$ cat src/rtl/wb_regfile.sv
// Writeback stage: selects ALU/memory datum, commits GPR and HI/LO writes, serves bypassed reads.
// Write latency 1 cycle to storage, 0 cycles to read ports; no backpressure, every writeback commits.
module wb_regfile #(
  parameter int DATA_W = 32,
  parameter int ADDR_W = 5
) (
  input  logic              clk,
  input  logic              rst,
  input  logic              WriteReg_WB,
  input  logic [ADDR_W-1:0] target_WB,
  input  logic              MemOrAlu_WB,
  input  logic [DATA_W-1:0] ALU_data_WB,
  input  logic [DATA_W-1:0] MEM_data_WB,
  input  logic              we_hi_WB,
  input  logic              we_lo_WB,
  input  logic [DATA_W-1:0] hi_WB,
  input  logic [DATA_W-1:0] lo_WB,
  input  logic [ADDR_W-1:0] raddr1,
  input  logic [ADDR_W-1:0] raddr2,
  output logic [DATA_W-1:0] rdata1,
  output logic [DATA_W-1:0] rdata2,
  output logic [DATA_W-1:0] hi_o,
  output logic [DATA_W-1:0] lo_o,
  output logic [DATA_W-1:0] wb_data
);

  localparam int DEPTH = 1 << ADDR_W;

  logic [DATA_W-1:0] gpr_q [DEPTH];
  logic [DATA_W-1:0] gpr_d [DEPTH];
  logic [DATA_W-1:0] hi_q, hi_d;
  logic [DATA_W-1:0] lo_q, lo_d;
  logic              gpr_wr;

  assign wb_data = MemOrAlu_WB ? MEM_data_WB : ALU_data_WB;
  assign gpr_wr  = WriteReg_WB && (target_WB != '0);

  always_comb begin
    gpr_d = gpr_q;
    hi_d  = hi_q;
    lo_d  = lo_q;
    if (gpr_wr) gpr_d[target_WB] = wb_data;
    if (we_hi_WB) hi_d = hi_WB;
    if (we_lo_WB) lo_d = lo_WB;
  end

  always_ff @(posedge clk) begin
    if (!rst) begin
      for (int i = 0; i < DEPTH; i++) gpr_q[i] <= '0;
      hi_q <= '0;
      lo_q <= '0;
    end else begin
      gpr_q <= gpr_d;
      hi_q  <= hi_d;
      lo_q  <= lo_d;
    end
  end

  // Address 0 never bypasses, so a discarded write to $zero cannot leak onto a read port.
  always_comb begin
    rdata1 = '0;
    rdata2 = '0;
    hi_o   = '0;
    lo_o   = '0;
    if (rst) begin
      if (raddr1 != '0) rdata1 = (gpr_wr && target_WB == raddr1) ? wb_data : gpr_q[raddr1];
      if (raddr2 != '0) rdata2 = (gpr_wr && target_WB == raddr2) ? wb_data : gpr_q[raddr2];
      hi_o = we_hi_WB ? hi_WB : hi_q;
      lo_o = we_lo_WB ? lo_WB : lo_q;
    end
  end

endmodule

$ cat config.mk
export PLATFORM = sky130hd
export DESIGN_NAME = wb_regfile
export DESIGN_NICKNAME = d
export VERILOG_FILES = /design/src/rtl/wb_regfile.sv
export SDC_FILE = /design/constraint.sdc
export NUM_CORES = 2
export LEC_CHECK = 0
export BUFFER_PORTS_ARGS = -buffer_cell sky130_fd_sc_hd__clkbuf_2
export CORE_MARGIN = 3
export CORE_UTILIZATION = 62
export DETAILED_ROUTE_END_ITERATION = 6
export GPL_ROUTABILITY_DRIVEN = 1
export PLACE_DENSITY = 0.81
export SYNTH_ARGS = -nofsm -noshare
export SYNTH_HDL_FRONTEND = slang
export SYNTH_SLANG_ARGS = --single-unit
$ cat constraint.sdc
create_clock -name clk -period 3.1 [get_ports clk]
set_input_delay 0.465 -clock clk [delete_from_list [all_inputs] [get_ports clk]]
set_output_delay 0.465 -clock clk [all_outputs]
set_load 0.01 [all_outputs]
==> results.toml <==
[outcome]
status = "finished with violations"
violations = "setup timing"

[cells_and_area]
postLayoutCoreUtil = 0.733
multi_input_area_sq_um = 32400
fill_cells = 6062
nNetsFinal = 5727
seqCellArea_sq_um = 21800
final_cell_area_sq_um = 65400
drive_gt1_frac = 0.228
syn_to_final_growth_pct = 16.2

[logic_synthesis]
yosysWarningCount = 0
synth_edf_count = 0
synth-main-ff-cell = "dfxtp_1"
avgSynthCellArea_sq_um = 10.3
synth_top_area_cell = "dfxtp_1"
synth_area_sq_um = 56200
netlist_instances = 5459
synth_sequential_area_ratio = 0.387
synth.top_cell.area_share = 0.387
syn-num-nets = 5608
ys_top_cells_by_area = "dfxtp_1 (39%), o211a_1 (18%), mux4_2 (12%)"
synth_seq_cells = 1088
synth_cell_type_count = 48
synthArstFlopShare = 0

[sta]
period_share = 1.04
finalCriticalPeriod_ns = 3.22
slew_headroom = 0.310
rsz0062_at_grt = "yes"
fmax_mhz = 311
worst_slack_ns = -0.116
clock_skew_ns = 0
setup_viol = 8
drv_slew = 0
finalHoldViolCount = 0
worstMarginPinSlew_ns = 1.03

[setup_path]
rr_worst_depth = 1
crit_required_ns = 2.63
critPathKind = "reg -> out"
crit_path_top_delay_cell = "mux4_2"
cp_top_family = "compound AO/OA/AOI/OAI gates"
crit_fanout = 3
crit_chain = "mux4_2 > a22o_1 > a221oi_1 > o221ai_2 > clkbuf_2"
critPathBufInv = 1
worstPathArrival_ns = 2.75
cp-start-kind = "register"
end_kind = "output port"
max_stage_delay_ns = 0.54
cp.depth = 5

[placed_design]
hpwl_microns = 121000
dp_slack_ns = -0.160
globalplace.congestion = 0.940
io_buffer_count = 308
placed_area_sq_um = 60900

[clock_network]
cts_tree = "yes"
cts_buffer_depth = 3
cts-root-buf = "clkbuf_16"
clock_latency_ns = 0.72
clkTransAtPathRegs_ns = 0.06
htree_levels = 3
cts_sinks = 1088
cts.hold.buffers_added = 0
numCtsBuffers = 114

[floorplan]
fp-row-count = 109
boundaryPins = 309
start_util = 0.631
die_height_microns = 307
die_area_sq_um = 94400
die_w_microns = 307
core_sq_um = 89200

[min_path]
hold_depth = 3
hp-class = "in -> reg"

[global_route]
grtUsageTotal = 0.412
grt_first_pass_wirelength_microns = 298000
grt_max_degree = 215
grt-ovfl-total = 0
grt_pass1_vias = 48305
antenna_found_initial = 6

[detailed_routing]
dr_total_vias = 50417
wl_per_cell_microns = 29.5
postRouteAntennaNets = 0
drc = 0
wl_microns = 202000
vias_per_cell = 7.37
drtPass1Iterations = 7
drt_iter0_drc = 8318

[power]
ir_worst_vdd_uv = 509
p_per_area_nw_per_um2 = 499
p_leak_uw = 0.0362
p_total_uw = 32600

[flow_run]
max-cap-violations = 0
## layout make-up
| class | count | area share |
|---|---|---|
| inverter | 35 | 0.00201 |
| clock inverter | 50 | 0.00846 |
| antenna | 1 | 0.0000383 |
| tap | 1165 | 0.0223 |
| sequential | 1088 | 0.333 |
| clock buffer | 166 | 0.0523 |
| timing repair buffer | 654 | 0.0850 |
| multi-input combinational | 3685 | 0.496 |
## state kept, by name, indices dropped and copies added, names as in the netlist
register  flops
gpr_q      1024
hi_q         32
lo_q         32
## where the power goes
part	switching (uW)	internal [uW]
logic	2390	1390
clock network	6000	8480
registers	143	14200
total	8540	24100
## path summary, 6_finish.rpt
path | from | end | slack [ns]
worst max-delay path | gpr_q[777] | rdata2[9] | -0.12
worst max register to register | gpr_q[76] | gpr_q[76] | 2.39
worst min register to register | gpr_q[1019] | gpr_q[1019] | 0.48
worst min-delay path | lo_WB[8] | lo_q[8] | 0.07
## layout by cell type (no fill, tap or decap), types with 83 or more instances in the layout
cell type  instances
a21oi_1           93
buf_12            83
buf_4            243
clkbuf_16        119
clkbuf_2         297
dfxtp_1         1085
mux2i_1          484
mux4_2           309
nand2_1         1031
o211a_1          993
o221ai_1         141
## metal layers
metal  GRT usage  up-vias  share of wire
met3       0.112     1016           0.15
met4       0.263       16          0.076
met1       0.538    24565           0.35
met2       0.607     3939           0.42
met5           0        -        0.00063
li1            -    20881              -
## Yosys cell counts, types with 7 or more instances
master / n
dfxtp_1: 1088
nand2_1: 1033
o211a_1: 993
mux2i_1: 520
clkbuf_1: 485
mux4_2: 309
o221ai_1: 155
buf_2: 123
a21oi_1: 95
nor2b_1: 84
nor2_1: 58
and2_1: 57
o22ai_1: 57
o21ai_0: 49
a221oi_1: 38
or3_1: 37
inv_1: 33
a211oi_1: 32
a221o_1: 25
buf_4: 23
a31oi_1: 21
a22o_1: 18
buf_1: 18
a22oi_1: 16
nor3_1: 11
nor2_2: 10
a2111oi_0: 9
nand3b_1: 9
nand2b_1: 7
nand3_1: 7
## cells by family after synthesis
logic type,after synthesis,synth area share
compound gates,1521,0.245
xor+xnor,9,0.00140
buf+inv,686,0.0503
flops,1088,0.387
mux,834,0.217
simple gates,1321,0.0983
## tightest hold or removal path, stage by stage
cell	delay, ns
clkbuf_2	0.07
mux2i_1	0.05
nor2b_1	0.12
## repair_timing
item | in CTS | in global routing
gates resized for setup | 21 | 54
endpoints found under the setup margin | 13 | 37
cloned | 0 | 3
pin swaps | 2 | 4
buffers inserted | 1 | 4
## stage by stage
step / std cells / hold WS (ns) / setup TNS (ns)
finish: 6844 / 0.0657 / -0.332
CTS: 6836 / 0.0448 / 0
global route: 6843 / 0.0659 / -0.154
global placement: 6619 / 0.455 / -0.627
detailed placement: 6619 / 0.461 / -0.658
floorplan: 5459 / 0.443 / 0
(Power assumes the default switching activity.)
